==> config.mk <==
export PLATFORM = sky130hd
export DESIGN_NAME = fp_result_sink
export DESIGN_NICKNAME = d
export VERILOG_FILES = /design/src/rtl/fp_sink_pkg.sv /design/src/rtl/fp_sink_fifo.sv /design/src/rtl/fp_result_sink.sv
export SDC_FILE = /design/constraint.sdc
export NUM_CORES = 1
export LEC_CHECK = 0
export BUFFER_PORTS_ARGS = -buffer_cell sky130_fd_sc_hd__buf_2
export CAP_MARGIN = 20
export CORE_MARGIN = 2
export CORE_UTILIZATION = 38
export CTS_BUF_LIST = sky130_fd_sc_hd__clkbuf_2 sky130_fd_sc_hd__clkbuf_4 sky130_fd_sc_hd__clkbuf_8
export DETAILED_ROUTE_END_ITERATION = 8
export PLACE_DENSITY_LB_ADDON = 0.15
export SYNTH_ARGS = -nofsm -noshare
export SYNTH_HDL_FRONTEND = slang
export SYNTH_HIERARCHICAL = 1
export SYNTH_SLANG_ARGS = --single-unit
==> constraint.sdc <==
create_clock -name clk_i -period 9.2 [get_ports clk_i]
set_input_delay 1.84 -clock clk_i [delete_from_list [all_inputs] [get_ports clk_i]]
set_output_delay 1.84 -clock clk_i [all_outputs]
set_load 0.01 [all_outputs]
==> src/rtl/fp_sink_pkg.sv <==
// Shared widths, flag bit positions and the FIFO entry layout for the
// floating-point result sink.
package fp_sink_pkg;

  localparam int SP_WIDTH    = 32;
  localparam int EXP_WIDTH   = 8;
  localparam int MAN_WIDTH   = 23;
  localparam int SEQ_WIDTH   = 8;
  localparam int FLAG_WIDTH  = 4;
  localparam int ENTRY_WIDTH = SEQ_WIDTH + FLAG_WIDTH + SP_WIDTH;

  localparam int NAN = 3;
  localparam int INV = 2;
  localparam int OVF = 1;
  localparam int UNF = 0;

  typedef struct packed {
    logic [SEQ_WIDTH-1:0]  seq;
    logic [FLAG_WIDTH-1:0] flags;
    logic [SP_WIDTH-1:0]   data;
  } entry_t;

  // Quiet or signalling NaN: all-ones exponent with a non-zero mantissa.
  function automatic logic is_nan(input logic [SP_WIDTH-1:0] y);
    return (y[SP_WIDTH-2 -: EXP_WIDTH] == {EXP_WIDTH{1'b1}}) &&
           (y[MAN_WIDTH-1:0] != '0);
  endfunction

endpackage

==> src/rtl/fp_sink_fifo.sv <==
// First-word-fall-through FIFO with registered occupancy; the head word reads
// as zero whenever the FIFO is empty.
module fp_sink_fifo #(
  parameter int WIDTH = 44,
  parameter int DEPTH = 8
) (
  input  logic                       clk_i,
  input  logic                       rst_i,
  input  logic                       push_i,
  input  logic [WIDTH-1:0]           wdata_i,
  input  logic                       pop_i,
  output logic                       rd_valid_o,
  output logic [WIDTH-1:0]           rdata_o,
  output logic [$clog2(DEPTH):0]     count_o,
  output logic                       full_o
);

  localparam int AW = $clog2(DEPTH);

  logic [WIDTH-1:0] mem [DEPTH];
  logic [AW-1:0]    wr_ptr;
  logic [AW-1:0]    rd_ptr;
  logic [AW:0]      count_q;
  logic             do_push;
  logic             do_pop;

  assign rd_valid_o = (count_q != '0);
  assign full_o     = (count_q == (AW+1)'(DEPTH));
  assign count_o    = count_q;

  // A pop frees a slot in the same cycle, so a full FIFO still accepts a push.
  assign do_pop  = pop_i && rd_valid_o;
  assign do_push = push_i && (!full_o || do_pop);

  always_ff @(posedge clk_i) begin
    if (do_push) mem[wr_ptr] <= wdata_i;
  end

  always_ff @(posedge clk_i or posedge rst_i) begin
    if (rst_i) begin
      wr_ptr  <= '0;
      rd_ptr  <= '0;
      count_q <= '0;
    end else begin
      if (do_push) wr_ptr <= wr_ptr + AW'(1);
      if (do_pop)  rd_ptr <= rd_ptr + AW'(1);
      case ({do_push, do_pop})
        2'b10:   count_q <= count_q + (AW+1)'(1);
        2'b01:   count_q <= count_q - (AW+1)'(1);
        default: count_q <= count_q;
      endcase
    end
  end

  assign rdata_o = rd_valid_o ? mem[rd_ptr] : '0;

endmodule

==> src/rtl/fp_result_sink.sv <==
// Captures filter results into a tagged FIFO, classifies NaNs at push time and
// keeps sticky drop and saturating exception counters.
module fp_result_sink
  import fp_sink_pkg::*;
#(
  parameter int DEPTH     = 8,
  parameter int CNT_WIDTH = 16
) (
  input  logic                       clk_i,
  input  logic                       rst_i,
  input  logic                       dv_i,
  input  logic [31:0]                y_i,
  input  logic                       invalid_i,
  input  logic                       overflow_i,
  input  logic                       underflow_i,
  output logic                       rd_valid_o,
  input  logic                       rd_ready_i,
  output logic [31:0]                rd_data_o,
  output logic [3:0]                 rd_flags_o,
  output logic [7:0]                 rd_seq_o,
  output logic [$clog2(DEPTH):0]     count_o,
  output logic                       full_o,
  output logic                       drop_o,
  output logic [CNT_WIDTH-1:0]       inv_cnt_o,
  output logic [CNT_WIDTH-1:0]       ovf_cnt_o,
  output logic [CNT_WIDTH-1:0]       unf_cnt_o
);

  logic                  pop;
  logic                  push;
  logic                  drop_evt;
  logic [FLAG_WIDTH-1:0] flags_in;
  logic [SEQ_WIDTH-1:0]  seq_q;
  logic                  drop_q;
  logic [CNT_WIDTH-1:0]  inv_cnt_q;
  logic [CNT_WIDTH-1:0]  ovf_cnt_q;
  logic [CNT_WIDTH-1:0]  unf_cnt_q;
  entry_t                wr_entry;
  entry_t                rd_entry;

  assign pop      = rd_valid_o && rd_ready_i;
  assign push     = dv_i && (!full_o || pop);
  assign drop_evt = dv_i && full_o && !pop;

  always_comb begin
    flags_in      = '0;
    flags_in[NAN] = is_nan(y_i);
    flags_in[INV] = invalid_i;
    flags_in[OVF] = overflow_i;
    flags_in[UNF] = underflow_i;
  end

  assign wr_entry = '{seq: seq_q, flags: flags_in, data: y_i};

  fp_sink_fifo #(
    .WIDTH (ENTRY_WIDTH),
    .DEPTH (DEPTH)
  ) u_fifo (
    .clk_i      (clk_i),
    .rst_i      (rst_i),
    .push_i     (push),
    .wdata_i    (wr_entry),
    .pop_i      (pop),
    .rd_valid_o (rd_valid_o),
    .rdata_o    (rd_entry),
    .count_o    (count_o),
    .full_o     (full_o)
  );

  // Tags and counters only advance on accepted results; drops leave them alone.
  always_ff @(posedge clk_i or posedge rst_i) begin
    if (rst_i) begin
      seq_q     <= '0;
      drop_q    <= 1'b0;
      inv_cnt_q <= '0;
      ovf_cnt_q <= '0;
      unf_cnt_q <= '0;
    end else begin
      if (push) seq_q <= seq_q + SEQ_WIDTH'(1);
      if (drop_evt) drop_q <= 1'b1;
      if (push && flags_in[INV] && (inv_cnt_q != '1))
        inv_cnt_q <= inv_cnt_q + CNT_WIDTH'(1);
      if (push && flags_in[OVF] && (ovf_cnt_q != '1))
        ovf_cnt_q <= ovf_cnt_q + CNT_WIDTH'(1);
      if (push && flags_in[UNF] && (unf_cnt_q != '1))
        unf_cnt_q <= unf_cnt_q + CNT_WIDTH'(1);
    end
  end

  assign rd_data_o  = rd_entry.data;
  assign rd_flags_o = rd_entry.flags;
  assign rd_seq_o   = rd_entry.seq;
  assign drop_o     = drop_q;
  assign inv_cnt_o  = inv_cnt_q;
  assign ovf_cnt_o  = ovf_cnt_q;
  assign unf_cnt_o  = unf_cnt_q;

endmodule

==> metrics.md, run 1 <==
| Metric | Value |
|---|---|
| DR vias | 8,836 |
| Die Width | about 210 µm |
| Setup tns final | 0 ps |
| Wire per inst | between 20 and 25 µm |
| Final number of setup-violating endpoints | 0 |
| Crit path capture | rd_data_o[15] |
| Worst Hold Slack | 450 ps |
| IO Count | 138 |
| Sink Count | 419 |
| Buf/Inv on CP | 3 |
| Max Freq | 189 MHz |
| Max stage delay on crit path | 1000 ps |
| Fin nets | 1,129 |
| Synth-to-layout area growth | 16.9% |
| Share of power burned in registers | 43.5% |
| Arrival time worst endpoint | 3460 ps |
| Worst flop-to-flop path startpoint | u_fifo/count_o[0] |
| Slew HR | approximately 29% |
| Worst Tran Pin Value | 1060 ps |
| Final WL | 37,700 µm |
| Largest net degree at the start of global routing | 71 |
| Area share of the largest cell type after synthesis | 62.5% |
| Final HPWL DP | 20,200 µm |
| Row count | 77 |
| Worst setup EP type | output pin |
| Comb power frac | 29.6% |
| Pre-Repair DR Iteration Count | 4 |
| Final GP Congestion | 0.760 |
| Worst path depth | 6 |
| Pint | approximately 4200 µW |
| Critical Path Source | u_fifo/rd_ptr[0] |
| Post_cts resized | 0 |
| Syn Nets | 939 |
| First-pass GRT wire length | around 58,000 µm |
| Slowest CP cell | dfrtp_4 |
| Reg-to-reg endpoint | u_fifo/count_o[3] |
| ANT nets after route | 0 |
| Critical Path RT | 7360 ps |
| Fin. max-slew vios | 0 |
| Mapped Avg Cell Area | 19.0 µm² |
| Total track usage | 16.7% |
| Maxcap violations | 0 |
| EDFF count, synth | 352 |
| Ys async rst share | 16.0% |
| Mapped Area | 0.0169 mm² |
| Status | finished, final reports clean |
| Net Sw Power | 1980 µW |
| Layout cell share with drive strength beyond 1 | 34.3% |
| Critical path cell sequence | buf_4 > buf_16 > mux4_2 > mux2i_1 > nor2_1 > buf_2 |
| DRC errors left | 0 |
| Fin worst setup slack | 3900 ps |
| Vias in the first global route | 9,431 |
| Post-CTS Setup Inserts | 0 |
| Port-buffer cells | 137 |
| Fillers | 3,925 |
| Die height | 215 µm |
| Clk pwr share | around 27% |
| CTS root buffer | clkbuf_8 |
| Synthesized flop and latch total | about 420 |
| P_leak | 0.00708 µW |
| Worst-Skew Late Latency | 620 ps |
| Initial DRC Count | 522 |
| Max IR drop VDD | 153 µV |
| H-tree lvl count | 3 |
| Shortest period the worst path allows | approximately 5300 ps |
| Largest area contributor in the netlist | edfxtp_1 |
| RSZ-0062 raised after global routing | no |
| Top delay family on crit path | buffers and inverters |
| Via density | 5.10 |
| Initial core utilization | 38.4% |
| Worst hold stages | 1 |
| Top FF cell, synth | edfxtp_1 |
| Clk slew on worst S/H paths | about 60 ps |
| CTS tree | yes |
| Yosys warnings | 6 |
| Cell count after synthesis | between 800 and 900 |
| Fin. Hold Viols | 0 |
| R2r setup slk | 4810 ps |
| Fin crit share | 57.7% |
| Area contributors post-synth | edfxtp_1, mux4_2, dfrtp_1 |
| Pre-CTS setup slack | 4170 ps |
| CORE AREA | 0.0440 mm² |
| Hold buffers post-CTS | 0 |
| Net Sw Frac | 32.2% |
| Core Util, Final | 44.9% |
| CTS Buf Count | 73 |
| CP Class | register to output pin |
| R2r worst-path depth | 14 |
| Die area | 0.0462 mm² |
| Hold Crit Class | register to register |
| PwrDens | just over 300 mW/mm² |
| Bufs on Longest Clock Path | 3 |
| Critical path peak fanout | 42 |
| Setup Skew | 29.5 ps |
| Grt ovf | 0 |
| Total power | 6150 µW |
| Synth unique cells | 57 |
| Sequential area share after synthesis | 72.4% |
| Critical Path Start Type | register |
| Antenna violations before repair | 0 |
==> kinds of logic after synthesis <==
family / share of synthesized area (%)
AO/OA/AOI/OAI: 1.04
XOR/XNOR: 2.75
adder cells (fa/ha/maj): 0.710
buffers and inverters: 1.49
flip-flops: 72.4
multiplexers: 15.0
AND/OR/NAND/NOR: 6.60
==> synthesized netlist by cell type, drive strengths merged (2+ instances only) <==
| master | count |
|---|---|
| a31oi | 3 |
| and2 | 6 |
| and3 | 7 |
| and4 | 5 |
| buf | 28 |
| clkbuf | 9 |
| dfrtp | 67 |
| edfxtp | 352 |
| ha | 8 |
| inv | 13 |
| mux2 | 8 |
| mux2i | 46 |
| mux4 | 88 |
| nand2 | 25 |
| nand2b | 4 |
| nand3 | 18 |
| nand4 | 25 |
| nand4b | 5 |
| nor2 | 62 |
| nor2b | 2 |
| nor3 | 11 |
| nor3b | 2 |
| nor4 | 14 |
| nor4b | 4 |
| o2111ai | 3 |
| o211ai | 2 |
| o21a | 2 |
| o21ai | 4 |
| or2b | 2 |
| or3 | 3 |
| xnor2 | 34 |
| xor2 | 19 |
==> cells in the final DEF (no fill, tap or decap), types with 6 or more instances in the layout <==
| cell type | count |
|---|---|
| edfxtp_1 | 352 |
| buf_2 | 137 |
| mux4_2 | 88 |
| clkbuf_8 | 77 |
| dfrtp_1 | 64 |
| nor2_1 | 55 |
| mux2i_1 | 46 |
| xnor2_1 | 34 |
| clkbuf_4 | 33 |
| nand4_1 | 25 |
| nand2_1 | 25 |
| xor2_1 | 19 |
| nand3_1 | 16 |
| clkinv_1 | 14 |
| buf_4 | 14 |
| inv_1 | 11 |
| nor4_1 | 11 |
| nor3_1 | 9 |
| ha_1 | 8 |
| and3_1 | 7 |
| and2_1 | 6 |
| nor2_4 | 6 |
==> final cells by class <==
type                       count  area (µm²)  area share (%)
multi-input combinational    422        4470            22.6
tap                          592         741            3.75
timing repair buffer         152         818            4.14
inverter                      13        48.8           0.247
antenna                        1        2.50          0.0127
clock buffer                 110        1310            6.62
sequential                   419       12300            62.0
clock inverter                23         120           0.608
==> power by group through the flow <==
stage / registers, µW / clock network [µW] / logic, µW
4_1_cts: 2680 / 1710 / 1860
6_report: 2680 / 1650 / 1820
2_1_floorplan: 2620 / 0 / 1270
5_1_grt: 2720 / 1790 / 1990
3_3_place_gp: 2710 / 0 / 1850
3_5_place_dp: 2720 / 0 / 1860
==> stage by stage <==
stage	instance area, µm²	instances
after global routing	19800	1731
after CTS	19700	1730
after global placement	18300	1597
after floorplan	16900	891
final	19800	1732
after detailed placement	18300	1597
==> how the worst min path moves through the flow <==
stage	slack, ps	to	startpoint
after detailed placement	440	drop_o	drop_o
after global placement	440	drop_o	drop_o
after global routing	500	drop_o	drop_o
final	450	drop_o	drop_o
after CTS	460	drop_o	drop_o
after floorplan	490	u_fifo/wr_ptr[0]	u_fifo/wr_ptr[0]
==> metal layers <==
layer  GRT usage [%]  routed length, µm  vias up
li1                -                  -     3966
met1            23.1              17600     4613
met2            26.3              17800      201
met5               0                  0        -
met4            5.88                820        0
met3            3.35               1510       56
==> registers in the layout, indices dropped and copies added (netlist names) <==
| name | count |
|---|---|
| u_fifo/rd_ptr | 3 |
| u_fifo/mem | 352 |
| ovf_cnt_o | 16 |
| seq_q | 8 |
| drop_o | 1 |
| unf_cnt_o | 16 |
| u_fifo/wr_ptr | 3 |
| u_fifo/count_o | 4 |
| inv_cnt_o | 16 |
No activity file was read; power rests on OpenSTA's default activity.
==> run 2, diff against run 1 <==
==> constraint.sdc (replaced) <==
create_clock -name clk_i -period 5.6 [get_ports clk_i]
set_input_delay 1.12 -clock clk_i [delete_from_list [all_inputs] [get_ports clk_i]]
set_output_delay 1.12 -clock clk_i [all_outputs]
set_load 0.01 [all_outputs]
==> metrics.md, run 2 (synthesized netlist as in run 1, its figures left out) <==
| Metric | Value |
|---|---|
| Status | finished, final reports clean |
| DR vias | 8,823 (-0.15%) |
| Fin. max-slew vios | 0 (unchanged) |
| Top delay family on crit path | flip-flops |
| Grt ovf | 0 (unchanged) |
| Hold buffers post-CTS | 0 (unchanged) |
| Final instance area | 0.0197 mm² (-0.25%) |
| Final HPWL DP | 21,200 µm (+4.9%) |
| Setup Skew | 20.7 ps (-8.80 ps) |
| Most common cell after layout, fill and taps aside | edfxtp_1 |
| Worst Tran Pin Value | 1000 ps (-58.2 ps) |
| Port-buffer cells | 137 (unchanged) |
| Total track usage | 16.0% (-0.72 points) |
| Worst-Skew Late Latency | 590 ps (-30 ps) |
| Post-DP Area | 0.0184 mm² (+0.26%) |
| Number of flip-flops under the largest register name | 352 (unchanged) |
| First-pass GRT wire length | 56,600 µm (-2.5%) |
| Critical Path Start Type | register |
| Layout cell share with drive strength beyond 1 | 34.6% (+0.30 points) |
| Arrival time worst endpoint | 3030 ps (-430 ps) |
| Post_cts resized | 0 (unchanged) |
| Pre-Repair DR Iteration Count | 4 (unchanged) |
| Fillers | 3,896 (-0.74%) |
| Met2 usage | 25.3% (-1.0 points) |
| Worst setup EP type | output pin |
| Vias in the first global route | 9,421 (-0.11%) |
| CORE AREA | 0.0440 mm² (unchanged) |
| Fin crit share | 74.2% |
| Final number of setup-violating endpoints | 0 (unchanged) |
| Max stage delay on crit path | 1060 ps (+60 ps) |
| Hold Crit Class | primary input to asynchronous set/reset pin |
| Initial core utilization | 38.4% (unchanged) |
| ANT nets after route | 0 (unchanged) |
| Row count | 77 (unchanged) |
| Fin. Hold Viols | 0 (unchanged) |
| Top reg by flops | u_fifo/mem |
| Met1 usage | 21.7% (-1.5 points) |
| H-tree lvl count | 3 (unchanged) |
| DRC errors left | 0 (unchanged) |
| CTS Buf Count | 72 (-1.4%) |
| P_leak | 0.00706 µW (-0.31%) |
| CP Class | register to output pin |
| Via density | 5.11 (+0.26%) |
| Setup tns final | 0 ps (unchanged) |
| Commonest cells after routing, fill and taps aside | edfxtp_1, buf_2, mux4_2 |
| RSZ-0062 raised after global routing | no |
| Die height | 215 µm (unchanged) |
| Area occupied by multi-input gates | 0.00447 mm² (unchanged) |
| Largest net degree at the start of global routing | 63 (-11%) |
| Max IR drop VDD | 288 µV (+89%) |
| Final WL | 36,200 µm (-3.9%) |
| Antenna violations before repair | 1 (+1) |
| Critical Path RT | 4480 ps (-2880 ps) |
| CTS root buffer | clkbuf_8 |
| Shortest period the worst path allows | 4150 ps |
| Maxcap violations | 0 (unchanged) |
| Die Width | 215 µm (unchanged) |
| Wire per inst | 21.0 µm (-3.5%) |
| Slew HR | 33.2% (+3.9 points) |
| IO Count | 138 (unchanged) |
| CTS tree | yes |
| Met3 Resource Use GR | 4.12% (+0.76 points) |
| Critical path peak fanout | 62 (+48%) |
| Synth-to-layout area growth | 16.6% |
| Fin nets | 1,130 (+0.089%) |
| Critical path cell sequence | buf_4 > mux4_2 > mux2i_1 > nor2_1 > buf_2 |
| Slowest CP cell | dfrtp_4 |
| Core Util, Final | 44.8% (-0.11 points) |
| GRT Max-Usage Layer | met2 |
| Buf/Inv on CP | 2 (-1) |
| Clk slew on worst S/H paths | 60 ps (about the same) |
| Die area | 0.0462 mm² (unchanged) |
| Register area | 0.0123 mm² (unchanged) |
| Bufs on Longest Clock Path | 3 (unchanged) |
| Post-CTS Setup Inserts | 0 (unchanged) |
| Max Freq | 241 MHz |
| Final GP Congestion | 0.753 (-0.97%) |
| PwrDens | 506 mW/mm² (+63%) |
| Sink Count | 419 (unchanged) |
| Initial DRC Count | 604 (+16%) |
-- run 2: area by class of cell --
class	count	share of cell area, %
repair buffers	154	4.25
diodes	1	0.0127
inverters	13	0.248
clock inverters	15	0.394
multi-input cells	422	22.7
well taps	592	3.76
flip-flops and latches	419	62.2
clock buffers	109	6.50
-- run 2: final timing paths --
kind / depth (start not counted) / slack (ps) / endpoint / startpoint
min: 2 / 430 / seq_q[3] / rst_i
min reg2reg: 1 / 460 / drop_o / drop_o
max: 5 / 1450 / rd_data_o[3] / u_fifo/rd_ptr[1]
max in group asynchronous: 3 / 4250 / inv_cnt_o[0] / rst_i
min in group clk_i: 1 / 460 / drop_o / drop_o
max reg2reg: 8 / 1880 / u_fifo/mem[4][30] / u_fifo/count_o[2]
-- run 2: metrics by stage --
step	power [µW]	hold slack, ps	setup slack, ps	instances
after floorplan	6400	487	37.2	891
after global placement	7490	440	1700	1600
after detailed placement	7520	446	1640	1600
after CTS	10200	376	1350	1724
after global routing	10600	397	1270	1724
final	9980	428	1450	1725
-- run 2: routing by layer --
layer | vias up | share of wire [%]
met3 | 69 | 4.8
met5 | - | 0
met1 | 4597 | 45
li1 | 3950 | -
met4 | 0 | 2.2
met2 | 207 | 48
-- run 2: power breakdown --
part	leakage, µW	switching (µW)	total, µW	internal (µW)
Sequential	0.00405	494	4480	3980
Combinational	0.00229	1510	2880	1370
Clock	0.000723	1170	2620	1450
Total	0.00706	3170	9980	6800
==> run 3, diff against run 2 <==
==> constraint.sdc (replaced) <==
create_clock -name clk_i -period 4.2 [get_ports clk_i]
set_input_delay 0.84 -clock clk_i [delete_from_list [all_inputs] [get_ports clk_i]]
set_output_delay 0.84 -clock clk_i [all_outputs]
set_load 0.01 [all_outputs]
==> metrics.md, run 3 (synthesized netlist as in run 1, its figures left out) <==
| Metric | Value |
|---|---|
| Status | finished, final reports clean |
| Most common cell after layout, fill and taps aside | edfxtp_1 |
| Arrival time worst endpoint | 2780 ps (-250 ps) |
| Commonest cells after routing, fill and taps aside | edfxtp_1, buf_2, mux4_2 |
| Layout cell share with drive strength beyond 1 | 34.1% (-0.53 points) |
| Reg-to-reg endpoint | u_fifo/mem[7][40] |
| Critical path peak fanout | 23 (-63%) |
| DR vias | 8,764 (-0.67%) |
| Post-CTS Setup Inserts | 0 (unchanged) |
| CTS tree | yes |
| CORE AREA | 0.0440 mm² (unchanged) |
| P_leak | 0.00707 µW (+0.15%) |
| First-pass GRT wire length | 56,600 µm (about the same) |
| Final number of setup-violating endpoints | 0 (unchanged) |
| Worst-Skew Late Latency | 610 ps (+20 ps) |
| Post_cts resized | 0 (unchanged) |
| CTS root buffer | clkbuf_8 |
| Antenna violations before repair | 1 (unchanged) |
| Fin. max-slew vios | 0 (unchanged) |
| Net Sw Power | 4290 µW (+35%) |
| R2r worst-path depth | 8 (unchanged) |
| Critical Path RT | 3360 ps (-1120 ps) |
| DRC errors left | 0 (unchanged) |
| Port-buffer cells | 137 (unchanged) |
| Die Width | 215 µm (unchanged) |
| Final GP Congestion | 0.757 (+0.54%) |
| ANT nets after route | 0 (unchanged) |
| IO Count | 138 (unchanged) |
| Maxcap violations | 0 (unchanged) |
| Final WL | 36,200 µm (-0.17%) |
| Initial DRC Count | 394 (-35%) |
| CTS Buf Count | 75 (+4.2%) |
| Die area | 0.0462 mm² (unchanged) |
| R2r setup slk | 770 ps (-1110 ps) |
| Setup Skew | 33.0 ps (+12.3 ps) |
| Hold Crit Class | primary input to asynchronous set/reset pin |
| Pre-Repair DR Iteration Count | 4 (unchanged) |
| Worst setup EP type | output pin |
| Total track usage | 16.1% (+0.098 points) |
| Sink Count | 419 (unchanged) |
| Max IR drop VDD | 323 µV (+12%) |
| Max Freq | 277 MHz |
| Worst flop-to-flop path startpoint | u_fifo/count_o[1] |
| Number of flip-flops under the largest register name | 352 (unchanged) |
| Max stage delay on crit path | 750 ps (-310 ps) |
| RSZ-0062 raised after global routing | no |
| Largest net degree at the start of global routing | 57 (-9.5%) |
| Initial core utilization | 38.4% (unchanged) |
| PwrDens | 674 mW/mm² (+33%) |
| CP Class | register to output pin |
| Critical Path Start Type | register |
| Total power | 13,300 µW (+33%) |
| Critical path cell sequence | buf_4 > mux4_2 > mux2i_1 > nor2_1 > buf_2 |
| Row count | 77 (unchanged) |
| Fin crit share | 86.1% |
| Grt ovf | 0 (unchanged) |
| Final HPWL DP | 21,300 µm (about the same) |
| Hold buffers post-CTS | 0 (unchanged) |
| Fin nets | 1,136 (+0.53%) |
| Slew HR | 48.5% (+15 points) |
| Fin. Hold Viols | 0 (unchanged) |
| Pint | 9010 µW (+32%) |
| Vias in the first global route | 9,571 (+1.6%) |
| Shortest period the worst path allows | 3620 ps |
| Comb power frac | 29.7% (+0.8 points) |
| Synth-to-layout area growth | 16.8% |
| Net Sw Frac | 32.3% (+0.47 points) |
| Via density | 5.07 (-0.84%) |
| Share of power burned in registers | 44.4% (-0.5 points) |
| Setup tns final | 0 ps (unchanged) |
| Bufs on Longest Clock Path | 3 (unchanged) |
| Clk slew on worst S/H paths | 60 ps (about the same) |
| Top reg by flops | u_fifo/mem |
| H-tree lvl count | 3 (unchanged) |
| Clk pwr share | 25.9% (-0.4 points) |
| Slowest CP cell | dfrtp_4 |
| Worst Tran Pin Value | 773 ps (-229 ps) |
| Wire per inst | 20.9 µm (-0.35%) |
| Die height | 215 µm (unchanged) |
==> run 3: cell types whose count changed in the layout (fill, tap and decap cells not counted), sizes merged <==
cell	before	now
clkinv	11	23
inv	13	17
clkbuf	109	95
clkinvlp	4	2
buf	154	157
==> run 3: worst max-delay path by stage <==
stage,startpoint,to,cells after the start
after global routing,u_fifo/rd_ptr[0],rd_data_o[31],5
final,u_fifo/rd_ptr[0],rd_data_o[31],5
after detailed placement,u_fifo/count_o[1],u_fifo/mem[5][41],8
after floorplan,u_fifo/count_o[1],u_fifo/mem[6][0],11
after CTS,u_fifo/rd_ptr[0],rd_data_o[31],5
after global placement,u_fifo/count_o[0],u_fifo/count_o[3],13
==> run 3: critical path, delay by kind of cell (launching register included) <==
family,cells,cell delay (ps)
mux,2,750
flops,1,750
simple gates,1,60
buf+inv,2,590
==> run 3: stage by stage <==
stage / std cells / utilization, % / area, µm² / setup WS, ps / hold slack, ps
floorplan: 891 / - / 16900 / 19.1 / 487
global placement: 1603 / 41.8 / 18400 / 882 / 441
detailed placement: 1603 / 41.8 / 18400 / 785 / 449
CTS: 1727 / 44.8 / 19700 / 406 / 205
global route: 1727 / 44.8 / 19700 / 334 / 243
finish: 1728 / 44.8 / 19700 / 584 / 247
==> run 3: layout make-up <==
cell class / instances / area (µm²)
sequential: 419 / 12300
clock inverter: 29 / 148
timing repair buffer: 157 / 886
tap: 592 / 741
inverter: 13 / 48.8
fill: 3878 / 24300
multi-input combinational: 422 / 4480
clock buffer: 95 / 1180
antenna: 1 / 2.50
==> run 3: power groups by stage <==
stage                     combinational (µW)  sequential [µW]  clock, µW
after global placement                  4050             5980          0
after floorplan                         2800             5740          0
after CTS                               4070             5920       3580
after global routing                    4330             6000       3790
final                                   3950             5900       3450
after detailed placement                4060             6000          0
==> run 3: per-layer routing <==
layer | GRT usage (%) | vias up | share of wire [%]
li1 | - | 3968 | -
met1 | 21.2 | 4531 | 44
met2 | 26.2 | 222 | 49
met3 | 4.29 | 43 | 6.0
met4 | 4.61 | 0 | 1.3
met5 | 0 | - | 0
